`src/rtl/cpu_pad_sequencer_if.sv`:
```
// rtl/cpu_pad_sequencer_if.sv - program-load and result channels of the CPU pad sequencer
interface cpu_pad_sequencer_if #(
    parameter int AW = 4
);
    logic          load_valid;
    logic [19:0]   load_data;
    logic          load_ready;
    logic          res_valid;
    logic [10:0]   res_data;
    logic [AW-1:0] res_index;
    logic          res_ready;

    modport master (
        input  load_valid, load_data, res_ready,
        output load_ready, res_valid, res_data, res_index
    );

    modport slave (
        output load_valid, load_data, res_ready,
        input  load_ready, res_valid, res_data, res_index
    );
endinterface

```
`src/rtl/cpu_pad_sequencer.sv`:
```
// rtl/cpu_pad_sequencer.sv - replays stored 20-bit words onto CPU pads and captures the 11-bit response (SEQ_COMPARE_EN adds expected-value checking)
module cpu_pad_sequencer #(
    parameter int DEPTH = 16,
    parameter int AW    = 4,
    parameter int LAT   = 2
) (
    input  logic        pad_clk,
    input  logic        pad_rst,
    input  logic        prog_clr,
    input  logic        start,
    output logic        busy,
    output logic        done,
    output logic [15:0] pad_data_in,
    output logic [3:0]  bidir_inputs_from_pad,
    input  logic [10:0] bidir_output_data,
`ifdef SEQ_COMPARE_EN
    input  logic [10:0] load_expect,
    output logic        res_mismatch,
    output logic        fail_sticky,
`endif
    cpu_pad_sequencer_if.master bus
);

    typedef enum logic [2:0] {IDLE, DRIVE, WAIT, RESULT, DONE} state_t;

    localparam logic [AW:0] FULL  = (AW+1)'(DEPTH);
    localparam logic [3:0]  WLOAD = 4'(LAT - 1);

    state_t        state, state_nxt;
    logic [AW:0]   count;
    logic [AW-1:0] rd_ptr, rd_ptr_nxt;
    logic [3:0]    wcnt, wcnt_nxt;
    logic          capture;
    logic [19:0]   pad_q;
    logic [10:0]   res_q;
    logic [19:0]   mem [DEPTH];

    logic idle, load_go, start_go, last_word, drive_nxt;

    assign idle      = (state == IDLE);
    assign load_go   = idle && !prog_clr && bus.load_valid && bus.load_ready;
    assign start_go  = idle && !prog_clr && start && (count != '0);
    assign last_word = ({1'b0, rd_ptr} == (count - 1'b1));
    assign drive_nxt = (state_nxt == DRIVE) || (state_nxt == WAIT) || (state_nxt == RESULT);

    assign busy                  = !idle;
    assign done                  = (state == DONE);
    assign bus.load_ready        = idle && (count < FULL);
    assign bus.res_valid         = (state == RESULT);
    assign bus.res_data          = res_q;
    assign bus.res_index         = rd_ptr;
    assign pad_data_in           = pad_q[15:0];
    assign bidir_inputs_from_pad = pad_q[19:16];

    always_comb begin
        state_nxt  = state;
        rd_ptr_nxt = rd_ptr;
        wcnt_nxt   = wcnt;
        capture    = 1'b0;
        case (state)
            IDLE: begin
                if (start_go) begin
                    state_nxt  = DRIVE;
                    rd_ptr_nxt = '0;
                end
            end
            DRIVE: begin
                wcnt_nxt = WLOAD;
                if (LAT == 1) begin
                    capture   = 1'b1;
                    state_nxt = RESULT;
                end else begin
                    state_nxt = WAIT;
                end
            end
            WAIT: begin
                // The counter reaching zero on this edge is the LAT-th edge after the word appeared.
                if (wcnt <= 4'd1) begin
                    wcnt_nxt  = '0;
                    capture   = 1'b1;
                    state_nxt = RESULT;
                end else begin
                    wcnt_nxt = wcnt - 4'd1;
                end
            end
            RESULT: begin
                if (bus.res_ready) begin
                    if (last_word) begin
                        state_nxt = DONE;
                    end else begin
                        rd_ptr_nxt = rd_ptr + AW'(1);
                        state_nxt  = DRIVE;
                    end
                end
            end
            DONE:    state_nxt = IDLE;
            default: state_nxt = IDLE;
        endcase
    end

    always_ff @(posedge pad_clk) begin
        if (pad_rst) begin
            state  <= IDLE;
            count  <= '0;
            rd_ptr <= '0;
            wcnt   <= '0;
            pad_q  <= '0;
            res_q  <= '0;
        end else begin
            state  <= state_nxt;
            rd_ptr <= rd_ptr_nxt;
            wcnt   <= wcnt_nxt;
            pad_q  <= drive_nxt ? mem[rd_ptr_nxt] : 20'h0;
            if (capture) begin
                res_q <= bidir_output_data;
            end
            if (idle && prog_clr) begin
                count <= '0;
            end else if (load_go) begin
                count <= count + 1'b1;
            end
        end
    end

    always_ff @(posedge pad_clk) begin
        if (load_go) begin
            mem[count[AW-1:0]] <= bus.load_data;
        end
    end

`ifdef SEQ_COMPARE_EN
    logic [10:0] exp_mem [DEPTH];

    assign res_mismatch = bus.res_valid && (res_q != exp_mem[rd_ptr]);

    always_ff @(posedge pad_clk) begin
        if (load_go) begin
            exp_mem[count[AW-1:0]] <= load_expect;
        end
    end

    always_ff @(posedge pad_clk) begin
        if (pad_rst || start_go) begin
            fail_sticky <= 1'b0;
        end else if (res_mismatch && bus.res_ready) begin
            fail_sticky <= 1'b1;
        end
    end
`endif

endmodule

```
`src/flat_wrapper.sv`:
```
// flat-port wrapper written by rule: the top's interface ports become plain ports
module cpu_pad_sequencer_flat 
#(
    parameter int DEPTH = 16,
    parameter int AW    = 4,
    parameter int LAT   = 2
)
  (pad_clk, pad_rst, prog_clr, start, busy, done, pad_data_in, bidir_inputs_from_pad, bidir_output_data, bus_load_valid, bus_load_data, bus_res_ready, bus_load_ready, bus_res_valid, bus_res_data, bus_res_index);
  cpu_pad_sequencer_if #(.AW(AW)) bus_i ();
  input  logic pad_clk;
  input  logic pad_rst;
  input  logic prog_clr;
  input  logic start;
  output logic busy;
  output logic done;
  output logic [15:0] pad_data_in;
  output logic [3:0] bidir_inputs_from_pad;
  input  logic [10:0] bidir_output_data;
  input wire logic [$bits(bus_i.load_valid)-1:0] bus_load_valid;
  input wire logic [$bits(bus_i.load_data)-1:0] bus_load_data;
  input wire logic [$bits(bus_i.res_ready)-1:0] bus_res_ready;
  output wire logic [$bits(bus_i.load_ready)-1:0] bus_load_ready;
  output wire logic [$bits(bus_i.res_valid)-1:0] bus_res_valid;
  output wire logic [$bits(bus_i.res_data)-1:0] bus_res_data;
  output wire logic [$bits(bus_i.res_index)-1:0] bus_res_index;
  assign bus_i.load_valid = bus_load_valid;
  assign bus_i.load_data = bus_load_data;
  assign bus_i.res_ready = bus_res_ready;
  assign bus_load_ready = bus_i.load_ready;
  assign bus_res_valid = bus_i.res_valid;
  assign bus_res_data = bus_i.res_data;
  assign bus_res_index = bus_i.res_index;
  cpu_pad_sequencer #(.DEPTH(DEPTH), .AW(AW), .LAT(LAT)) u_core (.pad_clk(pad_clk), .pad_rst(pad_rst), .prog_clr(prog_clr), .start(start), .busy(busy), .done(done), .pad_data_in(pad_data_in), .bidir_inputs_from_pad(bidir_inputs_from_pad), .bidir_output_data(bidir_output_data), .bus(bus_i));
endmodule
```
`config.mk`:
```
export PLATFORM = sky130hd
export DESIGN_NAME = cpu_pad_sequencer_flat
export DESIGN_NICKNAME = d
export VERILOG_FILES = /design/src/rtl/cpu_pad_sequencer_if.sv /design/src/rtl/cpu_pad_sequencer.sv /design/src/flat_wrapper.sv
export SDC_FILE = /design/constraint.sdc
export NUM_CORES = 1
export LEC_CHECK = 0
export BUFFER_PORTS_ARGS = -buffer_cell sky130_fd_sc_hd__clkbuf_2
export CORE_MARGIN = 2
export CORE_UTILIZATION = 50
export DETAILED_ROUTE_END_ITERATION = 8
export GPL_TIMING_DRIVEN = 0
export PLACE_DENSITY = 0.73
export SLEW_MARGIN = 20
export SYNTH_ARGS = -nofsm -noshare
export SYNTH_HDL_FRONTEND = slang
export SYNTH_SLANG_ARGS = --single-unit
```
`constraint.sdc`:
```
create_clock -name pad_clk -period 6.2 [get_ports pad_clk]
set_input_delay 1.24 -clock pad_clk [delete_from_list [all_inputs] [get_ports pad_clk]]
set_output_delay 1.24 -clock pad_clk [all_outputs]
set_load 0.005 [all_outputs]
```
==> flow_summary.toml <==
[clock_network]
clock-sinks = 367
tritoncts = "yes"
numCtsBuffers = 36
root_buffer = "clkbuf_16"
postCtsSetupBuffers = 0
clk_latency_ns = 0.52
cts_resized = 0
htreeDepth = 2
hold_buffers = 0
clk_pin_slew_ns = 0.06
cts_buffer_depth = 3

[worst_setup_path]
r2r-start = "u_core.count[0]"
startpoint_type = "flip-flop"
slowest_delay_ns = 0.59
r2r_end = "u_core.pad_q[2]"
cp_slowest_cell = "a2111oi_0"
end_kind = "flip-flop"
r2r_cells = 11
rrSetupSlack_ns = 2.17
crit_top_cell = "a221o_1"
path_class = "reg -> reg"
crit_fanout = 10
critPathRequiredTime_ns = 6.59
cp_cell_sequence = "inv_1 -> ha_1 -> o21ba_1 -> a221o_1 -> a2111oi_0 -> a211oi_2 -> nor2_1 -> buf_2 -> a221o_1 -> a311oi_1 -> or3_1"
worstPathArrival_ns = 4.42

[synthesis]
ys_seq_elements = 367
yosys.area_share.simple = 0.0962
synth_top_area_cell = "edfxtp_1"
synth_compound_area_frac = 0.0800
ys_top_cells_by_count = "320 x edfxtp_1, 172 x nand2_1, 92 x mux2i_1"
synth_warnings = 0
synthAdderAreaFrac = 0.00687
synthesis.nets = 1036
seq_area_frac_synth = 0.724
synth-xor-area-share = 0.00653
synthTopCellsByArea = "edfxtp_1 66%, dfxtp_1 6.5%, mux2i_1 6.3%, nand2_1 4.4%, a221o_1 2.8%"
synth.most_common_cell = "edfxtp_1"
synth_top_family_by_area = "simple AND/OR/NAND/NOR gates"
synthMuxAreaShare = 0.0632
netlist_area_um2 = 14600
synthDistinctLibCells = 54
ys_async_sr_fraction = 0
syn_inst = 991
synth_top_area_share = 0.659
avgSynthCellArea_um2 = 14.7
ys.flop_type = "edfxtp_1"
synth_edf_count = 320

[drt]
via_per_inst = 5.91
drt-total-wl_um = 33400
post-route-drc-count = 0
drt_iter0_drc = 905
ant_nets = 0
num_vias = 9032
drt-pass1-iter-count = 6
routedWlPerCell_um = 21.8

[die]
num_io_pins = 76
rows = 62
core_um2 = 28700
fp.dieW_um = 175
fp.dieArea_um2 = 30500
start_util = 0.508
die_h_um = 175

[pwr]
p_seq_frac = 0.551
p_sw_frac = 0.197
p_clk_frac = 0.426
intPower_mw = 3.94
fin_total_pwr_mw = 4.91
power.density_nw_per_um2 = 292
p_leak_nw = 6.56
comb_power_share = 0.023
p_switching_uw = 966
ir_drop_uv = 139

[global_route]
grt-busiest-layer = "met2"
grtUsageMet2 = 0.336
grt_pass1_wl_um = 50200
grt.overflow.total = 0
grt_use_met3 = 0.0513
use_met1 = 0.307
grt_pass1_vias = 8564
grtUsageTotal = 0.218
grt_max_degree = 22
antenna_found_initial = 0

[timing]
max_freq_mhz = 248
relSlewSlack = 0.473
finalHoldViolCount = 0
min_period_ns = 4.03
skew_ns = 0.0214
rsz0062_at_grt = "false"
final-setup-viol-count = 0
fin_ws_ns = 2.17
finalSetupTns_ns = 0
tightest_slew_ns = 0.789
finalMaxSlewViolations = 0
finalCritPeriodShare = 0.650

[placement]
place_ws_ns = 2.13
numPortBuffers = 75
dp_cells = 1461
dp_hpwl_um = 21700
place_congestion = 0.837

[final_layout]
num_antenna_cells = 0
final_nets = 1160
fillerInstances = 2159
drive_above_1_share = 0.165
synthToLayoutAreaGrowth_pct = 15.3
layoutNonFillerInstCount = 1527
multiInputGateArea_um2 = 3780
ff_latch_area_um2 = 10600

[run]
cap_violations = 0

[worst_hold_path]
worstHoldEndpoint = "u_core.bus.res_data[10]"
hold_depth = 2
min_from = "u_core.bus.res_data[10]"
min_path_type = "reg -> reg"

[run_status]
status = "completed"
-- worst max-delay path, delay by kind of cell (launching register included) --
| kind | cells | cell delay, ns |
|---|---|---|
| DFF | 1 | 0.51 |
| and+or+nand+nor | 2 | 0.77 |
| AOI/OAI and AO/OA | 6 | 1.85 |
| buffers and inverters | 2 | 0.48 |
| adders and majority gates | 1 | 0.29 |
-- cell usage in the layout (no fill, tap or decap), types with 16 or more instances in the layout --
cell type,n
nor2_1,33
mux2i_1,92
clkbuf_1,34
clkbuf_2,76
edfxtp_1,320
buf_6,16
a311oi_1,40
dfxtp_1,47
or3_1,21
and3_1,41
clkbuf_16,38
nand2_1,172
a221o_1,41
a21oi_1,27
-- registers in the layout, indices dropped and copies added (netlist names) --
signal                flops
u_core.state              3
u_core.bus.res_data      11
u_core.pad_q             20
u_core.wcnt               4
u_core.mem              320
u_core.bus.res_index      4
u_core.count              5
-- per-stage QoR --
step           utilization  hold WS [ns]  cell area (µm²)
2_1_floorplan            -         0.474            14600
3_5_place_dp         0.545         0.483            15600
3_3_place_gp         0.538         0.476            15400
6_report             0.585         0.494            16800
5_1_grt              0.585         0.522            16800
4_1_cts              0.585         0.498            16800
-- metal layers --
layer	vias up	routed length, µm
met2	492	15500
met5	-	0
met1	4411	13300
met3	72	3650
met4	0	854
li1	4057	-
-- cells by family (layout without fill, tap and decap cells) --
kind of cell	Yosys count	in the layout
xor gates and xnor gates	10	10
and+or+nand+nor	311	311
DFF	367	367
adders and majority gates	8	8
AOI/OAI and AO/OA	137	137
muxes	92	92
buffers and inverters	66	218
-- power groups by stage --
stage | clock [mW] | sequential (mW) | combinational, mW
global placement | 0 | 2.76 | 0.102
finish | 2.09 | 2.70 | 0.111
detailed placement | 0 | 2.76 | 0.110
floorplan | 0 | 2.76 | 0.0405
CTS | 2.11 | 2.70 | 0.111
global route | 2.21 | 2.70 | 0.121
-- area by class of cell --
cell class,instances,share of cell area
sequential,367,0.628
tap,384,0.0286
timing repair buffer,86,0.0297
clock inverter,19,0.00737
buffer,58,0.0183
multi-input combinational,558,0.225
clock buffer,47,0.0610
inverter,8,0.00179
-- worst max path at each step --
stage | from | endpoint | slack [ns] | depth (start not counted)
2_1_floorplan | prog_clr | u_core.mem[3][0] | 2.54 | 5
3_3_place_gp | prog_clr | u_core.mem[3][1] | 1.17 | 6
3_5_place_dp | prog_clr | u_core.pad_q[5] | 2.13 | 12
4_1_cts | u_core.count[0] | u_core.pad_q[4] | 2.22 | 11
5_1_grt | u_core.count[0] | u_core.pad_q[0] | 1.92 | 13
6_report | u_core.count[0] | u_core.pad_q[2] | 2.17 | 11
Power figures use the tool's default switching activity.
